`src/rtl/uart_pkg.sv`:
```
// Shared UART definitions: one-hot transmitter states and oversampling constants.
// Latency: n/a (package only).
// Backpressure: n/a.
package uart_pkg;

    // Each bit on the line lasts OVERSAMPLE cycles of the 16x clock.
    localparam int OVERSAMPLE = 16;
    localparam logic [3:0] LAST_SAMPLE = 4'(OVERSAMPLE - 1);
    // One cycle before the end of a bit; used to line a registered pulse
    // up with the final cycle of the stop bit.
    localparam logic [3:0] PRE_LAST_SAMPLE = 4'(OVERSAMPLE - 2);

    // Wide enough to count up to 8 data bits (index 0..7).
    localparam int SHIFT_CNT_W = 3;

    typedef enum logic [3:0] {
        IDLE         = 4'b0001,
        START_BIT_ST = 4'b0010,
        DATA_BITS_ST = 4'b0100,
        STOP_BIT_ST  = 4'b1000
    } uat_state_e;

endpackage

```
`src/rtl/uat_sm.sv`:
```
// Transmitter state register and next-state decode.
// Latency: state updates one clk_16x edge after its inputs; state_nxt is combinational.
// Backpressure: none; a loaded holding register is consumed from IDLE or the end of STOP.
//
// Ports: clk_16x/rst_p clock and synchronous active-high reset; hold_full,
// sample_count, shift_count from the datapath; state (registered) and
// state_nxt (its next value, so the datapath can register outputs in step).
module uat_sm
    import uart_pkg::*;
#(
    parameter int DATA_BITS = 8
) (
    input  logic                   clk_16x,
    input  logic                   rst_p,
    input  logic                   hold_full,
    input  logic [3:0]             sample_count,
    input  logic [SHIFT_CNT_W-1:0] shift_count,
    output uat_state_e             state,
    output uat_state_e             state_nxt
);

    localparam logic [SHIFT_CNT_W-1:0] LAST_BIT = SHIFT_CNT_W'(DATA_BITS - 1);

    logic bit_end;
    assign bit_end = (sample_count == LAST_SAMPLE);

    always_comb begin
        state_nxt = IDLE;
        case (state)
            IDLE:         state_nxt = hold_full ? START_BIT_ST : IDLE;
            START_BIT_ST: state_nxt = bit_end ? DATA_BITS_ST : START_BIT_ST;
            DATA_BITS_ST: state_nxt = (bit_end && shift_count == LAST_BIT) ? STOP_BIT_ST
                                                                            : DATA_BITS_ST;
            // A byte waiting at the end of the stop bit starts the next frame
            // directly, with no idle cycle in between.
            STOP_BIT_ST:  state_nxt = !bit_end  ? STOP_BIT_ST  :
                                      hold_full ? START_BIT_ST : IDLE;
            // Any corrupted encoding falls back to IDLE on the next edge.
            default:      state_nxt = IDLE;
        endcase
    end

    always_ff @(posedge clk_16x) begin
        if (rst_p) begin
            state <= IDLE;
        end else begin
            state <= state_nxt;
        end
    end

endmodule

```
`src/rtl/uat_tx.sv`:
```
// UART transmitter: one-entry holding register feeding a shifter, N data bits, no parity.
// Latency: byte accepted at edge N drives the start bit from edge N+1; din_rdy back high at N+2.
// Backpressure: din_rdy low while a byte is held; din is sampled only when din_vld && din_rdy.
//
// Ports: clk_16x (16x baud) and rst_p (synchronous, active-high); din/din_vld/din_rdy
// byte handshake; tx_out serial line (idles high); tx_busy high outside IDLE;
// tx_done one-cycle pulse on the final stop-bit cycle; start/data/stop state flags.
module uat_tx
    import uart_pkg::*;
#(
    parameter int DATA_BITS = 8     // legal range 5..8
) (
    input  logic                 clk_16x,
    input  logic                 rst_p,
    input  logic [DATA_BITS-1:0] din,
    input  logic                 din_vld,
    output logic                 din_rdy,
    output logic                 tx_out,
    output logic                 tx_busy,
    output logic                 tx_done,
    output logic                 start_bit_sig,
    output logic                 data_bits_sig,
    output logic                 stop_bit_sig
);

    localparam logic [SHIFT_CNT_W-1:0] LAST_BIT = SHIFT_CNT_W'(DATA_BITS - 1);

    logic [DATA_BITS-1:0]   hold_dat;
    logic                   hold_full;
    logic [DATA_BITS-1:0]   shift_reg;
    logic [DATA_BITS-1:0]   shift_nxt;
    logic [3:0]             sample_count;
    logic [SHIFT_CNT_W-1:0] shift_count;
    uat_state_e             state;
    uat_state_e             state_nxt;
    logic                   accept;
    logic                   load;
    logic                   bit_end;

    uat_sm #(
        .DATA_BITS (DATA_BITS)
    ) u_sm (
        .clk_16x      (clk_16x),
        .rst_p        (rst_p),
        .hold_full    (hold_full),
        .sample_count (sample_count),
        .shift_count  (shift_count),
        .state        (state),
        .state_nxt    (state_nxt)
    );

    assign accept  = din_vld && din_rdy;
    assign bit_end = (sample_count == LAST_SAMPLE);
    // Entering START_BIT_ST from anywhere else means the held byte moves to the shifter.
    assign load    = (state_nxt == START_BIT_ST) && (state != START_BIT_ST);

    // The state register bits are the flags, so they are registered and all low in IDLE.
    assign start_bit_sig = state[1];
    assign data_bits_sig = state[2];
    assign stop_bit_sig  = state[3];

    always_comb begin
        shift_nxt = shift_reg;
        if (load) begin
            shift_nxt = hold_dat;
        end else if (state == DATA_BITS_ST && bit_end) begin
            shift_nxt = shift_reg >> 1;
        end
    end

    always_ff @(posedge clk_16x) begin
        if (rst_p) begin
            hold_dat     <= '0;
            hold_full    <= 1'b0;
            din_rdy      <= 1'b1;
            shift_reg    <= '0;
            sample_count <= '0;
            shift_count  <= '0;
            tx_out       <= 1'b1;
            tx_busy      <= 1'b0;
            tx_done      <= 1'b0;
        end else begin
            if (accept) begin
                hold_dat  <= din;
                hold_full <= 1'b1;
            end else if (load) begin
                hold_full <= 1'b0;
            end

            // Drops on the accepting edge itself and returns one edge after the
            // holding register empties, so a second byte can never overwrite one
            // that is still waiting or being loaded.
            din_rdy <= !hold_full && !accept;

            shift_reg <= shift_nxt;

            if (load || state_nxt == IDLE) begin
                sample_count <= '0;
            end else begin
                sample_count <= sample_count + 4'd1;   // wraps 15 -> 0 at each bit boundary
            end

            if (load) begin
                shift_count <= '0;
            end else if (state == DATA_BITS_ST && bit_end) begin
                shift_count <= (shift_count == LAST_BIT) ? '0 : shift_count + SHIFT_CNT_W'(1);
            end

            // Line level and busy follow the state being entered, so they change
            // on the same edge as the state register.
            case (state_nxt)
                START_BIT_ST: tx_out <= 1'b0;
                DATA_BITS_ST: tx_out <= shift_nxt[0];
                default:      tx_out <= 1'b1;
            endcase
            tx_busy <= (state_nxt != IDLE);

            // Set one cycle early so the registered pulse sits on the last stop-bit cycle.
            tx_done <= (state == STOP_BIT_ST) && (sample_count == PRE_LAST_SAMPLE);
        end
    end

endmodule

```
`config.mk`:
```
export PLATFORM = sky130hd
export DESIGN_NAME = uat_tx
export DESIGN_NICKNAME = d
export VERILOG_FILES = /design/src/rtl/uart_pkg.sv /design/src/rtl/uat_sm.sv /design/src/rtl/uat_tx.sv
export SDC_FILE = /design/constraint.sdc
export NUM_CORES = 1
export LEC_CHECK = 0
export CAP_MARGIN = 10
export CORE_UTILIZATION = 45
export CTS_CLUSTER_SIZE = 25
export DETAILED_ROUTE_END_ITERATION = 16
export GPL_ROUTABILITY_DRIVEN = 0
export PLACE_DENSITY_LB_ADDON = 0.25
export SETUP_SLACK_MARGIN = 0.2
export SYNTH_ARGS = -nofsm -noshare
export SYNTH_HDL_FRONTEND = slang
export SYNTH_HIERARCHICAL = 1
export SYNTH_SLANG_ARGS = --single-unit
export TNS_END_PERCENT = 10
```
`constraint.sdc`:
```
create_clock -name clk_16x -period 2.5 [get_ports clk_16x]
set_input_delay 0.25 -clock clk_16x [delete_from_list [all_inputs] [get_ports clk_16x]]
set_output_delay 0.25 -clock clk_16x [all_outputs]
set_load 0.03 [all_outputs]
```
==> impl_metrics.json <==
{
  "outcome": "finished, final reports clean",
  "finalClockSkew_ns": 0.00766,
  "post-route-min-period_ns": 2.24,
  "num_rows": 20,
  "switchingPower_uw": 315,
  "arrival_ns": 2.52,
  "start_kind": "flip-flop",
  "cts_num_sinks": 32,
  "setup_viol": 0,
  "hold_violations": 0,
  "p_leak_uw": 0.000649,
  "ant_nets": 0,
  "cp_slowest_cell": "or4b_4",
  "post-route-period-util_pct": 89.5,
  "p_int_uw": 846,
  "fmax_mhz": 447,
  "grt_usage_pct": 20.3,
  "hpwl_microns": 2260,
  "avgViaCountPerCell": 5.60,
  "dpl_worst_slack_ns": 0.0327,
  "hold_buffers": 0,
  "postPlaceCellArea_sq_mm": 0.00173,
  "n_antenna_cell": 0,
  "cp.buffers_inverters": 1,
  "ys_ff_latch": 32,
  "avgRoutedWirePerCell_microns": 13.7,
  "seq_area_frac_synth_pct": 42.9,
  "cpPeakStageDelay_ns": 0.51,
  "tns_ns": 0,
  "die_x_microns": 59.6,
  "peakVddDrop_mv": 0.333,
  "grt_pass1_vias": 1197,
  "ys.flop_type": "dfxtp_1",
  "die_area_sq_mm": 0.00355,
  "power_density_mw_per_mm2": 622,
  "synth_cells": 168,
  "switching_share_pct": 27.1,
  "initial_core_util_pct": 48.1,
  "cts_buffer_depth": 2,
  "yosys_warnings": 6,
  "postSynthAreaPerCell_sq_um": 8.89,
  "cts_tree": "built",
  "drc_errors": 0,
  "grt_pass1_wl_microns": 5350,
  "antenna_found_initial": 0,
  "rsz0062_at_grt": "yes",
  "layout_common_cells": "dfxtp_1 (28), nand2_1 (25), clkdlybuf4s50_1 (17)",
  "worstSetupEndpointType": "flip-flop",
  "path_clk_slew_ns": 0.11,
  "core_sq_mm": 0.00310,
  "ios": 18,
  "area_growth_pct": 25.0,
  "synth_cell_types": 39,
  "overflow": 0,
  "syn-num-nets": 183,
  "setup.worst_path.class": "reg2reg",
  "hold_class": "in2reg",
  "final_area_sq_mm": 0.00187,
  "synth-edff-count": 0,
  "synth_area_sq_mm": 0.00149,
  "wirelength_microns": 3180,
  "max_slew_margin_pct": 67.1,
  "routed-via-count": 1294,
  "maxSlewViolCount": 0,
  "layout_setup_ws_ns": 0.262,
  "path_delay_family": "simple AND/OR/NAND/NOR gates",
  "cts_root_buf": "clkbuf_4",
  "drt_iter0_drc": 66,
  "grt_max_degree": 23,
  "numCtsBuffers": 5,
  "port_buffers": 17,
  "rrSetupSlack_ns": 0.26,
  "critPathMaxFanout": 11,
  "insertion_delay_ns": 0.33,
  "die_y_microns": 59.6,
  "layout_commonest_cell": "dfxtp_1",
  "clkPwrFrac_pct": 33.8,
  "drive_gt1_share_pct": 19.3,
  "seqPwrFrac_pct": 50.0,
  "firstDrtPassIters": 4,
  "drv_cap": 0,
  "max_slew.worst_pin.slew_ns": 0.491,
  "nets": 201,
  "path_cells": "nor4b_4 -> a211o_1 -> o21ai_0 -> or4b_4 -> buf_4 -> nor4b_1 -> a41o_1",
  "cts_setup_buffers": 0,
  "h-tree-depth": 2,
  "power_frac_comb_pct": 16.2,
  "required_ns": 2.78,
  "async_reset_ff_share_pct": 0
}
worst min-delay path, stage by stage:
cell and delay, ns:
clkdlybuf4s50_1 0.40, nand2_1 0.06, a21oi_1 0.05
synth_stat cells (all sizes together) (2+ instances only):
master,n,area share (%)
dfxtp,32,43
nand2,25,6.3
a21oi,14,4.9
o21ai,14,4.7
nand3,13,4.4
clkbuf,8,2.0
nor3,8,2.7
a311oi,7,7.0
nor2,6,1.5
nor4b,6,3.9
ha,4,3.4
inv,3,0.75
a31oi,2,0.84
and2,2,0.84
buf,2,1.0
nor3b,2,1.0
o211ai,2,1.3
or4b,2,1.6
xor2,2,1.2
cell type report:
cell class                 count  area [sq um]
timing repair buffer          21           200
tap                           44          55.1
fill                         285          1240
clock buffer                   5          37.5
multi-input combinational    123           868
clock inverter                 3          42.5
inverter                       3          11.3
sequential                    32           651
path summary, 6_finish.rpt:
check	from	to	cells after the start
max reg2reg	u_sm/state[2]	shift_reg[7]	7
min	din[7]	hold_dat[7]	3
min reg2reg	hold_dat[3]	hold_dat[3]	2
max	u_sm/state[2]	shift_reg[7]	7
routing by layer:
metal	part of all wire (%)	up-vias	global-route usage [%]
met2	47	41	31.9
met4	0.69	0	5.98
met1	47	596	27.0
li1	-	653	-
met5	0	-	0
met3	5.4	4	5.90
power by group through the flow:
stage	clock network (uW)	registers, uW	logic (uW)
6_report	392	580	188
5_1_grt	418	585	208
4_1_cts	401	580	185
3_5_place_dp	0	588	178
3_3_place_gp	0	586	176
2_1_floorplan	0	594	114
logic make-up (layout without fill, tap and decap cells):
logic type | after synthesis | in the layout | synth area share [%]
AO/OA/AOI/OAI | 41 | 41 | 20.1
buffers and inverters | 13 | 32 | 3.77
adder cells (fa/ha/maj) | 4 | 4 | 3.35
XOR/XNOR | 3 | 3 | 1.76
flip-flops | 32 | 32 | 42.9
AND/OR/NAND/NOR | 75 | 75 | 28.1
stage by stage:
step / instances / power (uW) / hold slack [ns] / utilization, %
3_5_place_dp: 223 / 766 / 0.449 / 55.8
6_report: 231 / 1160 / 0.462 / 60.1
3_3_place_gp: 223 / 762 / 0.442 / 55.8
4_1_cts: 231 / 1170 / 0.447 / 59.4
2_1_floorplan: 168 / 708 / 0.305 / -
5_1_grt: 231 / 1210 / 0.475 / 60.1
repair_timing:
| action | CTS | global route |
|---|---|---|
| endpoints found under the setup margin | 15 | 15 |
| hold endpoints to repair | 0 | 0 |
| gates resized for setup | 6 | 7 |
No activity file was read; power rests on OpenSTA's default activity.
==> variant 1, RTL diff (config.mk and constraints unchanged) <==
Set the package constant `SHIFT_CNT_W` to 6 (it was 3).
--- a/src/rtl/uart_pkg.sv
+++ b/src/rtl/uart_pkg.sv
@@ -13,3 +13,3 @@
     // Wide enough to count up to 8 data bits (index 0..7).
-    localparam int SHIFT_CNT_W = 3;
+    localparam int SHIFT_CNT_W = 6;
 
Check against the original RTL: same outputs for any inputs over 10 cycles, from zero or initial values and one cycle with rst_p high; that may be too few to reach the edited logic, so the function may still have changed.
==> variant 1 against the unedited design <==
  * Routed wire length increased by 3.2%
  * Die area increased by 4.2%
  * Total power increased by 6.9%
  * Worst setup slack improved by 84 ps
  * Area after synthesis increased by 4.4%
  * Non-clock buffer count increased by 3
  * Synthesized cell count increased by 9.5%
  * Final area increased by 3.0%
  * Hold slack got worse by 19 ps
  * Via count increased by 7.2%
  * Sequential share of layout area increased by 1.7 points
  * Sequential cell count increased by 3
  * Critical path type unchanged
==> variant 1: results (changes against the unedited design) <==
global-route wire length before repair 5600 um (was 5350 um); Post-Syn Nets 198 (was 183); data arrival time of the critical path 2420 ps (was 2520 ps); post-synthesis compound-gate area fraction 0.154 (was 0.201); Placement Setup Slack 157 ps (was 32.7 ps); outcome complete, no violations (unchanged); P_leak 0.000692 uW (was 0.000649 uW); mux contribution to synthesized area 0.00643 (was 0); DRT iter0 DRCs 32 (was 66); Tot GR Track Use 0.210 (was 0.203); share of layout cells above drive strength 1 0.120 (was 0.193); Max VDD drop 376 uV (was 333 uV); top cells by count, synth dfxtp_1, nand2_1, a21oi_1 (was dfxtp_1, nand2_1, a21oi_1, nand3_1, o21ai_0); DRT antenna net count 0 (unchanged); switch share 0.257 (was 0.271); Crit Path Max Fanout 10 (was 11); WL final 3280 um (was 3180 um); Netlist cell types 38 (was 39); Vias 1387 (was 1294); vias in the first global route 1267 (was 1197); Layout Nets 222 (was 201); relative slew slack 0.657 (was 0.671); Area contributors post-synth dfxtp_1, nand2_1, a21oi_1 (was dfxtp_1, a311oi_2, nand2_1); sequential share of the synthesized area 0.450 (was 0.429); Adder-Cell Fraction of Synth Area 0.0241 (was 0.0335); pin count of the biggest net entering global routing 29 (was 23); Worst Skew 5.18 ps (was 7.66 ps)
==> variant 1: cell count changes after synthesis, sizes merged, moves of 3 or more <==
cell,delta
o21ai,-12
nor2,+10
a21oi,+9
nand2,+8
a211oi,+7
nand3,-7
a311oi,-6
dfxtp,+3
xnor2,+3
==> variant 1: path summary, 6_finish.rpt <==
| check | start | endpoint | slack [ps] | cells past startpoint |
|---|---|---|---|---|
| max | u_sm/state[1] | shift_count[5] | 350 | 7 |
| min | din[5] | hold_dat[5] | 440 | 3 |
| max reg2reg | u_sm/state[1] | shift_count[5] | 350 | 7 |
| min reg2reg | hold_dat[7] | shift_reg[7] | 450 | 2 |
==> variant 1: repair_timing <==
item,CTS,global route
pin swaps,0,3
setup endpoints to repair,6,16
endpoints found under the hold margin,0,0
setup buffers,0,4
resized for setup,1,7
==> variant 1: per-layer routing <==
layer / GRT usage / wire (um) / vias up
met5: 0 / 0 / -
met4: 0.0682 / 18 / 0
met3: 0.0832 / 163 / 2
met2: 0.325 / 1530 / 37
met1: 0.269 / 1560 / 646
li1: - / - / 702
==> variant 1: layout make-up <==
type | count | area [um^2]
Inverter | 4 | 15.0
Sequential cell | 35 | 703
Clock buffer | 6 | 51.3
Timing Repair Buffer | 24 | 223
Tap cell | 44 | 55.1
Fill cell | 318 | 1260
Multi-Input combinational cell | 138 | 838
Clock inverter | 2 | 35.0
==> variant 1: kinds of logic (layout without fill, tap and decap cells) <==
| kind of cell | Yosys count | count (layout) |
|---|---|---|
| compound gates | 40 | 40 |
| xor+xnor | 6 | 6 |
| fa+ha+maj | 3 | 3 |
| buf+inv | 11 | 36 |
| flops | 35 | 35 |
| mux | 1 | 1 |
| simple gates | 88 | 88 |
==> variant 1: power by group through the flow <==
stage	combinational, uW	sequential [uW]	clock (uW)
4_1_cts	176	623	434
5_1_grt	211	630	457
6_report	189	625	427
3_5_place_dp	175	636	0
2_1_floorplan	104	642	0
3_3_place_gp	169	634	0
==> variant 1: stage by stage <==
stage,hold slack [ps],std cells,cell area [um^2],total power [uW],util
2_1_floorplan,319,184,1560,746,-
3_3_place_gp,448,241,1780,803,0.559
3_5_place_dp,448,241,1780,811,0.559
4_1_cts,439,249,1870,1230,0.587
5_1_grt,447,253,1920,1300,0.604
6_report,443,253,1920,1240,0.604
==> variant 1: worst max-delay path, cell delays in order, from the launching register on <==
cell	delay, ps
dfxtp_1	410
nor4b_2	370
or4b_1	510
nand2_1	140
nor2_2	70
and4b_4	250
buf_4	150
nor3_1	180
==> variant 2, RTL diff (config.mk and constraints unchanged) <==
Without the edit above. Make the reset (`rst_p`) asynchronous in 2 clocked blocks. Comments in the files are not updated.
--- a/src/rtl/uat_sm.sv
+++ b/src/rtl/uat_sm.sv
@@ -42,3 +42,3 @@
 
-    always_ff @(posedge clk_16x) begin
+    always_ff @(posedge clk_16x or posedge rst_p) begin
         if (rst_p) begin
--- a/src/rtl/uat_tx.sv
+++ b/src/rtl/uat_tx.sv
@@ -70,3 +70,3 @@
 
-    always_ff @(posedge clk_16x) begin
+    always_ff @(posedge clk_16x or posedge rst_p) begin
         if (rst_p) begin
Function: differs if rst_p is asserted again (counterexample within 4 cycles, from zero or initial values and one cycle with rst_p high); with rst_p held inactive, the same outputs for 10 cycles.
==> variant 2 against the unedited design <==
  * Worst setup slack gained 50 ps
  * Clock power fell by 29%
  * Die area up 3.1%
  * Global-route usage grew 0.58 points
  * Maximum frequency up 2.3%
  * Area after synthesis rose by 3.3%
  * Sequential cell count unchanged
  * Count of clock-buffer cells in the layout grew 2
  * First-iteration DRC count rose by 18%
  * Final area is 2.2% higher
  * Routed wire length grew 6.6%
  * Total power shrank 14%
==> variant 2: results (changes against the unedited design) <==
outcome complete, no violations (unchanged); routed wl met2 1540 um (was 1490 um); sequential share of the synthesized area 0.522 (was 0.429); top cells by count, synth dfrtp_1, nand3_1, o21ai_0 (was dfxtp_1, nand2_1, a21oi_1, nand3_1, o21ai_0); DIE AREA 0.00366 mm^2 (was 0.00355 mm^2); Tot GR Track Use 0.209 (was 0.203); Area after DPL 0.00180 mm^2 (was 0.00173 mm^2); 1st-pass router iterations 4 (unchanged); data arrival time of the critical path 2400 ps (was 2520 ps); DRT iter0 DRCs 78 (was 66); Crit Reg-Reg Endpoint shift_reg[3] (was shift_reg[7]); HPWL Detailed 2230 um (was 2260 um); Fill cells 272 (was 285); vias in the first global route 1141 (was 1197); share of layout cells above drive strength 1 0.243 (was 0.193); Post-Syn Nets 154 (was 183); WL/cell 15.9 um (was 13.7 um); Max VDD drop 425 uV (was 333 uV); Worst Skew 20.2 ps (was 7.66 ps); Netlist cell types 39 (unchanged); Worst Reg-to-Reg Cells 6 (was 7); Layout Nets 183 (was 201); relative slew slack 0.436 (was 0.671); Placement Setup Slack 178 ps (was 32.7 ps); Clk pin slew, worst setup/hold paths 100 ps; ys async rst share 1.00 (was 0); CTS Buffer Depth 2 (unchanged); met3 WL 169 um (was 173 um); Storage cell area 805 um^2 (was 651 um^2); Slew Limit Fails 0 (unchanged); Crit Path Max Fanout 8 (was 11); Area contributors post-synth dfrtp_1, mux2_2, dfstp_2 (was dfxtp_1, a311oi_2, nand2_1); Max Used Layer met4 (unchanged); row cnt 20 (unchanged); DR vias/cell 5.90 (was 5.60); Routed met1 length 1620 um (was 1500 um); min-delay worst type in -> async (was in -> reg); antenna violations before repair 0 (unchanged); yosys warns 6 (unchanged); global-route wire length before repair 5440 um (was 5350 um); Ant. Diodes 0 (unchanged); H-tree levels 2 (unchanged); IO Port Bufs 17 (unchanged); root buffer cell clkbuf_4 (unchanged); worst hold slack 127 ps (was 462 ps); Clock Latency Late Sink between 300 and 400 ps; reg2reg start u_sm/state[2] (unchanged); Num CTS Buffers 5 (unchanged); P_leak 0.000795 uW (was 0.000649 uW); pin count of the biggest net entering global routing 29 (was 23)
## variant 2: cell count changes in the layout (fill, tap and decap cells not counted), sizes merged, moves of 3 or more
cell / before / now
a21oi: 14 / 8
nor2: 6 / 3
dfstp: 0 / 3
a31oi: 2 / 8
a311oi: 7 / 0
nand2: 25 / 5
nand2b: 0 / 3
dfxtp: 32 / 0
mux2: 0 / 8
or4b: 2 / 5
dfrtp: 0 / 29
buf: 4 / 9
## variant 2: kinds of logic after synthesis
group | Yosys count | synth area share
simple gates | 51 | 0.227
compound gates | 34 | 0.127
flops | 32 | 0.522
buf+inv | 8 | 0.0219
mux | 8 | 0.0584
fa+ha+maj | 4 | 0.0325
xor+xnor | 2 | 0.0114
## variant 2: per-stage QoR
stage,instances,total power (uW)
2_1_floorplan,139,683
3_3_place_gp,202,724
3_5_place_dp,202,730
4_1_cts,210,1000
5_1_grt,213,1040
6_report,213,998
## variant 2: layout make-up
class                           instances  area share
Timing Repair Buffer                   26       0.125
Multi-Input combinational cell        100       0.392
Clock inverter                          1     0.00262
Inverter                                3     0.00591
Tap cell                               44      0.0289
Sequential cell                        32       0.422
Clock buffer                            7      0.0236
## variant 2: repair_timing
action	in CTS	in global routing
gates resized for setup	1	6
endpoints found under the hold margin	0	0
gates cloned	0	1
buffers inserted	0	2
pin swaps	0	2
endpoints found under the setup margin	9	8
## variant 2: report_power, final
part           internal, uW  total (uW)  leakage [uW]  switching, uW
clock network           109         277     0.0000293            167
registers               581         622      0.000373           41.2
logic                  63.0        99.3      0.000393           36.3
total                   753         998      0.000795            245
## variant 2: worst max path at each step
stage / cells past startpoint / startpoint / slack [ps] / end
floorplan: 7 / u_sm/state[2] / 210 / shift_reg[0]
global placement: 6 / sample_count[2] / 170 / shift_reg[0]
detailed placement: 6 / sample_count[2] / 180 / shift_reg[4]
CTS: 7 / u_sm/state[1] / 290 / shift_reg[3]
global route: 6 / u_sm/state[2] / 190 / shift_reg[1]
finish: 6 / u_sm/state[2] / 310 / shift_reg[3]
## variant 2: worst max-delay path: stages, from the launching register on
cell and delay [ps]:
dfrtp_1 460, or4b_4 560, nor2b_1 130, a211o_2 180, or4b_4 520, nor3_1 160, a31oi_1 70
## variant 2: layer usage
layer | vias up | GRT usage
met4 | 0 | 0.107
met2 | 34 | 0.300
met1 | 622 | 0.288
met5 | - | 0
li1 | 594 | -
met3 | 7 | 0.0618
